`src/rtl/alu_pkg.sv`:
```
// Shared encodings for the ALU issue path: ALUCC codes, ALUOp classes, funct3 values
// and the beat record carried from ID into EX.
package alu_pkg;

    localparam int DATA_WIDTH    = 64;
    localparam int OPCODE_LENGTH = 4;
    localparam int REG_ADDR_W    = 5;

    localparam logic [3:0] ALUCC_AND = 4'b0000;
    localparam logic [3:0] ALUCC_OR  = 4'b0001;
    localparam logic [3:0] ALUCC_ADD = 4'b0010;
    localparam logic [3:0] ALUCC_SUB = 4'b0110;

    localparam logic [1:0] ALUOP_LDST = 2'b00;
    localparam logic [1:0] ALUOP_BR   = 2'b01;
    localparam logic [1:0] ALUOP_R    = 2'b10;
    localparam logic [1:0] ALUOP_I    = 2'b11;

    localparam logic [2:0] F3_ADD = 3'b000;
    localparam logic [2:0] F3_OR  = 3'b110;
    localparam logic [2:0] F3_AND = 3'b111;

    typedef struct packed {
        logic [DATA_WIDTH-1:0]    srca;
        logic [DATA_WIDTH-1:0]    srcb;
        logic [OPCODE_LENGTH-1:0] alucc;
        logic [REG_ADDR_W-1:0]    rd;
        logic                     reg_write;
        logic                     illegal;
    } issue_beat_t;

endpackage

```
`src/rtl/alu_ctrl_decode.sv`:
```
// Combinational ALU control: maps ALUOp/funct3/funct7[5] to the ALUCC code.
// Unsupported combinations fall back to ADD and raise illegal.
module alu_ctrl_decode
    import alu_pkg::*;
#(
    parameter int OPCODE_LENGTH = 4
) (
    input  logic [1:0]               i_alu_op,
    input  logic [2:0]               i_funct3,
    input  logic                     i_funct7_b5,
    output logic [OPCODE_LENGTH-1:0] o_alucc,
    output logic                     o_illegal
);

    always_comb begin
        o_alucc   = OPCODE_LENGTH'(ALUCC_ADD);
        o_illegal = 1'b0;
        case (i_alu_op)
            ALUOP_LDST: o_alucc = OPCODE_LENGTH'(ALUCC_ADD);
            ALUOP_BR:   o_alucc = OPCODE_LENGTH'(ALUCC_SUB);
            ALUOP_R: begin
                case (i_funct3)
                    F3_ADD:  o_alucc = i_funct7_b5 ? OPCODE_LENGTH'(ALUCC_SUB)
                                                   : OPCODE_LENGTH'(ALUCC_ADD);
                    F3_AND:  o_alucc = OPCODE_LENGTH'(ALUCC_AND);
                    F3_OR:   o_alucc = OPCODE_LENGTH'(ALUCC_OR);
                    default: o_illegal = 1'b1;
                endcase
            end
            ALUOP_I: begin
                // Immediate forms have no SUB; funct7 is part of the immediate here.
                case (i_funct3)
                    F3_ADD:  o_alucc = OPCODE_LENGTH'(ALUCC_ADD);
                    F3_AND:  o_alucc = OPCODE_LENGTH'(ALUCC_AND);
                    F3_OR:   o_alucc = OPCODE_LENGTH'(ALUCC_OR);
                    default: o_illegal = 1'b1;
                endcase
            end
            default: o_illegal = 1'b1;
        endcase
    end

endmodule

```
`src/rtl/alu_issue_stage.sv`:
```
// ID/EX issue stage: decodes ALU control, selects SrcB and buffers beats in a
// main + skid register pair so EX back-pressure never drops or reorders a beat.
module alu_issue_stage
    import alu_pkg::*;
#(
    parameter int DATA_WIDTH    = 64,
    parameter int OPCODE_LENGTH = 4,
    parameter int REG_ADDR_W    = 5
) (
    input  logic                     clk,
    input  logic                     rst_n,
    input  logic                     flush,
    input  logic                     in_valid,
    output logic                     in_ready,
    input  logic [DATA_WIDTH-1:0]    in_rs1_data,
    input  logic [DATA_WIDTH-1:0]    in_rs2_data,
    input  logic [DATA_WIDTH-1:0]    in_imm,
    input  logic                     in_alu_src,
    input  logic [1:0]               in_alu_op,
    input  logic [2:0]               in_funct3,
    input  logic [6:0]               in_funct7,
    input  logic [REG_ADDR_W-1:0]    in_rd,
    input  logic                     in_reg_write,
    output logic                     out_valid,
    input  logic                     out_ready,
    output logic [DATA_WIDTH-1:0]    out_srca,
    output logic [DATA_WIDTH-1:0]    out_srcb,
    output logic [OPCODE_LENGTH-1:0] out_alucc,
    output logic [REG_ADDR_W-1:0]    out_rd,
    output logic                     out_reg_write,
    output logic                     out_illegal
);

    typedef struct packed {
        logic [DATA_WIDTH-1:0]    srca;
        logic [DATA_WIDTH-1:0]    srcb;
        logic [OPCODE_LENGTH-1:0] alucc;
        logic [REG_ADDR_W-1:0]    rd;
        logic                     reg_write;
        logic                     illegal;
    } beat_t;

    localparam beat_t RESET_BEAT = '{
        srca:      '0,
        srcb:      '0,
        alucc:     OPCODE_LENGTH'(ALUCC_ADD),
        rd:        '0,
        reg_write: 1'b0,
        illegal:   1'b0
    };

    logic                     r_main_valid;
    logic                     r_skid_valid;
    beat_t                    r_main;
    beat_t                    r_skid;
    beat_t                    w_in_beat;
    logic [OPCODE_LENGTH-1:0] w_alucc;
    logic                     w_illegal;
    logic                     w_accept;
    logic                     w_drain;
    logic                     w_unused_f7;

    assign w_unused_f7 = ^{in_funct7[6], in_funct7[4:0]};

    alu_ctrl_decode #(
        .OPCODE_LENGTH(OPCODE_LENGTH)
    ) u_decode (
        .i_alu_op   (in_alu_op),
        .i_funct3   (in_funct3),
        .i_funct7_b5(in_funct7[5]),
        .o_alucc    (w_alucc),
        .o_illegal  (w_illegal)
    );

    always_comb begin
        w_in_beat           = RESET_BEAT;
        w_in_beat.srca      = in_rs1_data;
        w_in_beat.srcb      = in_alu_src ? in_imm : in_rs2_data;
        w_in_beat.alucc     = w_alucc;
        w_in_beat.rd        = in_rd;
        w_in_beat.reg_write = in_reg_write & ~w_illegal;
        w_in_beat.illegal   = w_illegal;
    end

    // Handshake: a beat moves on a side only in a cycle where that side's valid and
    // ready are both high. in_ready is purely registered (skid empty), out_valid is
    // the main-entry flag, and the main data never changes while out_valid & !out_ready.
    assign in_ready = ~r_skid_valid;
    assign w_accept = in_valid & in_ready;
    assign w_drain  = r_main_valid & out_ready;

    always_ff @(posedge clk or negedge rst_n) begin
        if (!rst_n) begin
            r_main_valid <= 1'b0;
            r_skid_valid <= 1'b0;
            r_main       <= RESET_BEAT;
            r_skid       <= RESET_BEAT;
        end else if (flush) begin
            r_main_valid <= 1'b0;
            r_skid_valid <= 1'b0;
        end else if (r_skid_valid) begin
            // Skid full means in_ready is low, so only a drain can happen here.
            if (w_drain) begin
                r_main       <= r_skid;
                r_skid_valid <= 1'b0;
            end
        end else if (w_accept) begin
            if (!r_main_valid || w_drain) begin
                r_main       <= w_in_beat;
                r_main_valid <= 1'b1;
            end else begin
                r_skid       <= w_in_beat;
                r_skid_valid <= 1'b1;
            end
        end else if (w_drain) begin
            r_main_valid <= 1'b0;
        end
    end

    assign out_valid     = r_main_valid;
    assign out_srca      = r_main.srca;
    assign out_srcb      = r_main.srcb;
    assign out_alucc     = r_main.alucc;
    assign out_rd        = r_main.rd;
    assign out_reg_write = r_main.reg_write;
    assign out_illegal   = r_main.illegal;

endmodule

```
`config.mk`:
```
export PLATFORM = sky130hd
export DESIGN_NAME = alu_issue_stage
export DESIGN_NICKNAME = d
export VERILOG_FILES = /design/src/rtl/alu_pkg.sv /design/src/rtl/alu_ctrl_decode.sv /design/src/rtl/alu_issue_stage.sv
export SDC_FILE = /design/constraint.sdc
export NUM_CORES = 1
export LEC_CHECK = 0
export ABC_AREA = 1
export CAP_MARGIN = 20
export CORE_MARGIN = 10
export CORE_UTILIZATION = 54
export CTS_BUF_LIST = sky130_fd_sc_hd__clkbuf_2 sky130_fd_sc_hd__clkbuf_4 sky130_fd_sc_hd__clkbuf_8
export DETAILED_ROUTE_END_ITERATION = 6
export PLACE_DENSITY = 0.92
export SETUP_SLACK_MARGIN = 0.1
export SLEW_MARGIN = 5
export SYNTH_ARGS = -nofsm -noshare
export SYNTH_HDL_FRONTEND = slang
export SYNTH_SLANG_ARGS = --single-unit
```
`constraint.sdc`:
```
create_clock -name clk -period 3.1 [get_ports clk]
set_clock_uncertainty 0.05 [all_clocks]
set_input_delay 0.31 -clock clk [delete_from_list [all_inputs] [get_ports clk]]
set_output_delay 0.31 -clock clk [all_outputs]
set_load 0.05 [all_outputs]
```
== Word level (Yosys, flattened, before mapping) ==
Index checks and enable logic that the tools add are counted.

* Logic and storage cells: 62
* ROM bits: 0
* Bits in writable memories: 0
* Memories kept: 0
* Bits in latches: 0
* Output and inout port bits: 141
* Register bits after elaboration: 280
* Bits of input ports: 216

* Reduce and logical (&&, ||, !) cells: 12
* Bitwise logic cells: 7
* Equal/unequal tests: 8
* Shifts and indexed selects: 0
* Mux-type cells: 21
* $mul: 0
* Add/sub/neg operators: 0
* Div/mod/pow operators: 0
* $lt $le $gt $ge: 0

{| class="wikitable"
|+ Operator list
! kind !! number
|-
| two-way mux 139 bit || 4
|-
| two-way mux 64 bit || 1
|-
| case mux 4 bit (4 select lines) || 1
|-
| two-way mux 1 bit || 12
|-
| case mux 4 bit (3 select lines) || 1
|-
| AND reduction 4 bit || 2
|-
| equality test 3 bit (second input constant) || 2
|-
| equality test 2 bit (second input constant) || 2
|-
| inverter 1 bit || 4
|-
| case mux 2 bit (2 select lines) || 1
|-
| nonzero test 2 bit || 2
|-
| AND 1 bit || 3
|-
| logical NOT 3 bit || 1
|-
| two-way mux 3 bit || 1
|-
| inequality test 3 x 2 -> 1 bit (second input constant) || 1
|-
| AND reduction 3 bit || 1
|-
| nonzero test 3 bit || 1
|-
| OR reduction 3 bit || 1
|-
| equality test 2 x 1 -> 1 bit (second input constant) || 1
|-
| logical NOT 2 bit || 1
|-
| inequality test 2 x 1 -> 1 bit (second input constant) || 1
|-
| inequality test 2 bit (second input constant) || 1
|-
| OR reduction 2 bit || 1
|-
| logical NOT 1 bit || 1
|-
| logical OR 1 bit || 1
|}

== Logic depth before layout (Yosys ltp) ==
* Depth after elaboration: 9
* Gate-level depth with buffers: 10

== Modules after synthesis ==
From an unflattened synthesis, not the netlist that was laid out.

* Cells, all modules: 1867
* Area total of the unflattened synthesis: 13645.6 um^2

{| class="wikitable"
|+ Modules (own cells, without submodules)
! module !! cells each !! times used !! area an instance (um^2)
|-
| alu_issue_stage || 1849 || 1 || 13568.0
|-
| alu_ctrl_decode || 18 || 1 || 77.6
|}

== Worst setup path after synthesis ==
OpenSTA, ideal clock, no wires.

* Path kind: flip-flop to flip-flop
* From: register r_main_valid (netlist: out_valid)
* To: register r_main (netlist bit out_srcb[35])
* Required time: 2.916 ns
* Data arrival time: 1.600 ns
* Setup slack: 1.317 ns
* Cell stages (with the launch flop): 9
* Path through: dfrtp_1 > nand2_1 > a21oi_1 > nand2_1 > buf_6 > buf_6 > buf_4 > nand2_1 > o21ai_0

* Word-level cells in the longest chain between the ends: 4
* Elaborated cells on any way between the ends: 6
* Those cells by class: eq/ne (1); bitwise (1); reduce/logical (4)

{| class="wikitable"
|+ Ends and longest elaborated chain
! element !! RTL line !! RTL
|-
| start, declared || alu_issue_stage.sv:52 || <nowiki>logic r_main_valid;</nowiki>
|-
| start signal, assigned || alu_issue_stage.sv:94 || <nowiki>r_main_valid <= 1'b0;</nowiki>
|-
| start signal, assigned || alu_issue_stage.sv:99 || <nowiki>r_main_valid <= 1'b0;</nowiki>
|-
| start signal, assigned || alu_issue_stage.sv:110 || <nowiki>r_main_valid <= 1'b1;</nowiki>
|-
| AND 1 bit / logical NOT 1 bit (equally long branches) || alu_issue_stage.sv:90, alu_issue_stage.sv:108 ||
|-
| logical OR 1 bit || alu_issue_stage.sv:108 || <nowiki>if (!r_main_valid || w_drain) begin</nowiki>
|-
| nonzero test 2 bit (no line) || -- ||
|-
| AND reduction 4 bit (no line) (*) || -- ||
|-
| end signal, assigned || alu_issue_stage.sv:104 || <nowiki>r_main <= r_skid;</nowiki>
|-
| end signal, assigned || alu_issue_stage.sv:109 || <nowiki>r_main <= w_in_beat;</nowiki>
|-
| end, declared || alu_issue_stage.sv:54 || <nowiki>beat_t r_main;</nowiki>
|}

Every way passes the cells marked *; elsewhere a longest branch is shown, timed or not.
A chain may end at the register's enable or synchronous reset.

== Worst setup path after layout ==
* From: register r_skid_valid
* To: register r_main (netlist bit out_srcb[41])

* Word-level cells in the longest chain between the ends: 4
* Elaborated cells on any way between the ends: 7
* Those cells by class: eq/ne (1); mux (1); bitwise (2); reduce/logical (3)

{| class="wikitable"
|+ Ends and longest elaborated chain
! element !! RTL line !! RTL
|-
| start, declared || alu_issue_stage.sv:53 || <nowiki>logic r_skid_valid;</nowiki>
|-
| start signal, assigned || alu_issue_stage.sv:95 || <nowiki>r_skid_valid <= 1'b0;</nowiki>
|-
| start signal, assigned || alu_issue_stage.sv:100 || <nowiki>r_skid_valid <= 1'b0;</nowiki>
|-
| start signal, assigned || alu_issue_stage.sv:105 || <nowiki>r_skid_valid <= 1'b0;</nowiki>
|-
| inverter 1 bit (no line) || -- ||
|-
| AND 1 bit || alu_issue_stage.sv:89 || <nowiki>assign w_accept = in_valid & in_ready;</nowiki>
|-
| nonzero test 2 bit (no line) || -- ||
|-
| AND reduction 4 bit (no line) || -- ||
|}

Several ways; a longest one is shown, not always the timed one.

==> flow_summary_export.csv <==
group,metric,value,unit
final_layout,final_cell_mix,"nand2_1 (545), clkdlybuf4s50_1 (346), o21ai_0 (326)",
critical_path,worst_path_most_repeated_cell,"nand2_1",
logic_synthesis,yosys.area.top_type,"dfrtp_1",
critical_path,crit_required,3490,ps
timing,rsz0062_at_grt,"no",
critical_path,cpPeakStageDelay,500,ps
placement,hpwl,25510,um
logic_synthesis,yosysWarnings,0,
drt,drt_iter0_drc,1048,
final_layout,mostFrequentLayoutCell,"nand2_1",
logic_synthesis,netlist_top_cells_area,"dfrtp_1 (55%), nand2_1 (16%), o21ai_0 (13%)",
clock_network,clk-insertion-delay-late,550,ps
run,maxCapViolCount,0,
pwr,ir_drop,0.4747,mV
logic_synthesis,syn_area_per_cell,8.253,um^2
drt,routed_wl,38220,um
critical_path,slowest_stage,"buf_4",
final_layout,multi_input_area,4517,um^2
final_layout,fin_nets,2061,
logic_synthesis,synth_xor_area_share,0,%
grt,first_global_vias,11610,
logic_synthesis,synthSimpleGateAreaFrac,16.76,%
floorplanning,start_util,55.41,%
logic_synthesis,synth.area.mux_share,3.242,%
logic_synthesis,synth-compound-area-share,15.55,%
timing,finalSetupViolCount,0,
floorplanning,fp.dieArea,29970,um^2
timing,min_period,2397,ps
timing,max_freq,0.4173,GHz
worst_hold_path,hold_class,"in2reg",
timing,finalHoldViolCount,0,
logic_synthesis,synth_cells,1534,
logic_synthesis,synth_top_family_by_area,"simple AND/OR/NAND/NOR gates",
critical_path,critPathKind,"reg2reg",
clock_network,post-cts-setup-buffers,0,
grt,track_usage,24.30,%
critical_path,worstPathArrival,2790,ps
logic_synthesis,synth_top_area_share,54.56,%
critical_path,cp-start-kind,"register",
floorplanning,core,22850,um^2
floorplanning,io_pins,357,
floorplanning,die_w,173.1,um
timing,fin_tns_setup,0,ps
clock_network,cts.reportedPaths.clkPinSlew,60,ps
timing,worst_slack,703.5,ps
grt,grt_overflow,0,
logic_synthesis,synth-seq-cells,278,
drt,dr.pass1.iters,5,
timing,relSlewSlack,30.39,%
placement,place_congestion,0.8148,
final_layout,drive_gt1_share,5.854,%
logic_synthesis,synth_fp_nets,1750,
final_layout,syn_to_final_growth,35.77,%
clock_network,cts_root_buf,"clkbuf_8",
pwr,p_per_area,707.8,nW/um^2
critical_path,cp_max_fo,149,
timing,tightestPinTransition,1044,ps
logic_synthesis,synth_fa_ha_area_share,0,%
timing,fin_crit_sh,77.31,%
clock_network,numCtsBuffers,46,
pwr,leakage,0.008096,uW
clock_network,cts_tree,"yes",
final_layout,regArea,6963,um^2
floorplanning,rows,55,
floorplanning,fp.dieH,173.1,um
logic_synthesis,netlist_area,12660,um^2
grt,grt_pass1_wl,59970,um
drt,detail_route.wl_per_cell,17.43,um
clock_network,h-tree-depth,2,
final_layout,fillerInstances,1482,
critical_path,crit_chain,"inv_2 > buf_4 > nand2_1 > nand2_4 > buf_12 > nand2_1 > o21ai_0",
grt,antenna_found_initial,4,
placement,pre_cts_ws,722.7,ps
logic_synthesis,synth_cell_type_count,21,
drt,drc,0,
grt,grt_max_degree,176,
logic_synthesis,synth-seq-area-share,54.97,%
drt,drtAntennaViolNets,0,
clock_network,cts_sinks,278,
clock_network,clockBufferDepth,3,
critical_path,crit_path_end_kind,"register",
drt,avgViaCountPerCell,5.207,
placement,numPortBuffers,349,
outcome,status,"complete, no violations",
timing,drv_slew,0,
drt,vias,11420,
cell usage after synthesis (all sizes together):
cell,instances
o21ai,385
nor3,2
o21bai,1
nand2,547
a21oi,3
dfstp,2
mux2i,41
clkbuf,40
dfrtp,276
nand3,3
conb,1
nor2,11
buf,60
inv,162
layer usage:
metal	share of wire, %	track usage [%]
met4	3.6	9.774
met5	0.089	0
met1	38	28.08
met2	49	40.78
met3	9.1	8.168
final timing paths:
path | to | from | slack, ps | depth (start not counted)
worst max-delay path | out_srcb[41] | r_skid_valid | 700 | 7
worst min-delay path | r_skid[133] | in_rs1_data[58] | 270 | 3
worst max register to register | out_srcb[41] | r_skid_valid | 700 | 7
worst min register to register | r_skid[83] | r_skid[83] | 430 | 2
max in group asynchronous | r_skid[8] | rst_n | 1810 | 3
min in group asynchronous | out_srcb[27] | rst_n | 320 | 2
power breakdown:
group | leakage (uW) | internal [uW] | switching (uW) | total [uW]
combinational | 0.00411 | 1320 | 2510 | 3830
sequential | 0.00345 | 4490 | 421 | 4910
clock | 0.000529 | 1970 | 1450 | 3430
total | 0.00810 | 7780 | 4380 | 12200
through the flow:
stage                     cell area, um^2  power (uW)  instances  util, %  hold WS (ps)
after global routing                17190       12750       2193    75.23         268.7
after floorplan                     12660        7210       1534        -        -35.59
final                               17190       12170       2193    75.23         271.0
after detailed placement            16170        8746       2109    70.79         323.8
after global placement              16170        8568       2109    70.79         327.6
after CTS                           17190       12230       2192    75.22         242.9
flip-flops by register name, summed over array words and instances (netlist names):
name           flops
out_alucc          3
out_illegal        1
out_rd             5
out_reg_write      1
out_srca          64
out_srcb          64
out_valid          1
r_skid           138
r_skid_valid       1
kinds of logic (layout without fill, tap and decap cells):
group                  Yosys count  in the layout
AOI/OAI and AO/OA              389            389
DFF                            278            278
and+or+nand+nor                563            563
buffers and inverters          262            607
other                            1              2
muxes                           41             41
repair_timing:
| item | 4_1_cts | 5_1_grt |
|---|---|---|
| gates resized for setup | 0 | 0 |
| endpoints found under the hold margin | 88 | 0 |
| hold buffers | 1 | 0 |
area by class of cell:
cell class | instances | share of cell area, %
repair buffers | 363 | 21.53
clock inverters | 9 | 0.4586
flip-flops and latches | 278 | 40.51
diodes | 1 | 0.01456
clock buffers | 73 | 5.372
inverters | 162 | 3.552
well taps | 313 | 2.279
multi-input cells | 994 | 26.28
critical path, delay by kind of cell, from the launching register on:
kind | cells | cell delay (ps)
AOI/OAI and AO/OA | 1 | 140
buffers and inverters | 3 | 980
DFF | 1 | 490
and+or+nand+nor | 3 | 480
(Power assumes the default switching activity.)
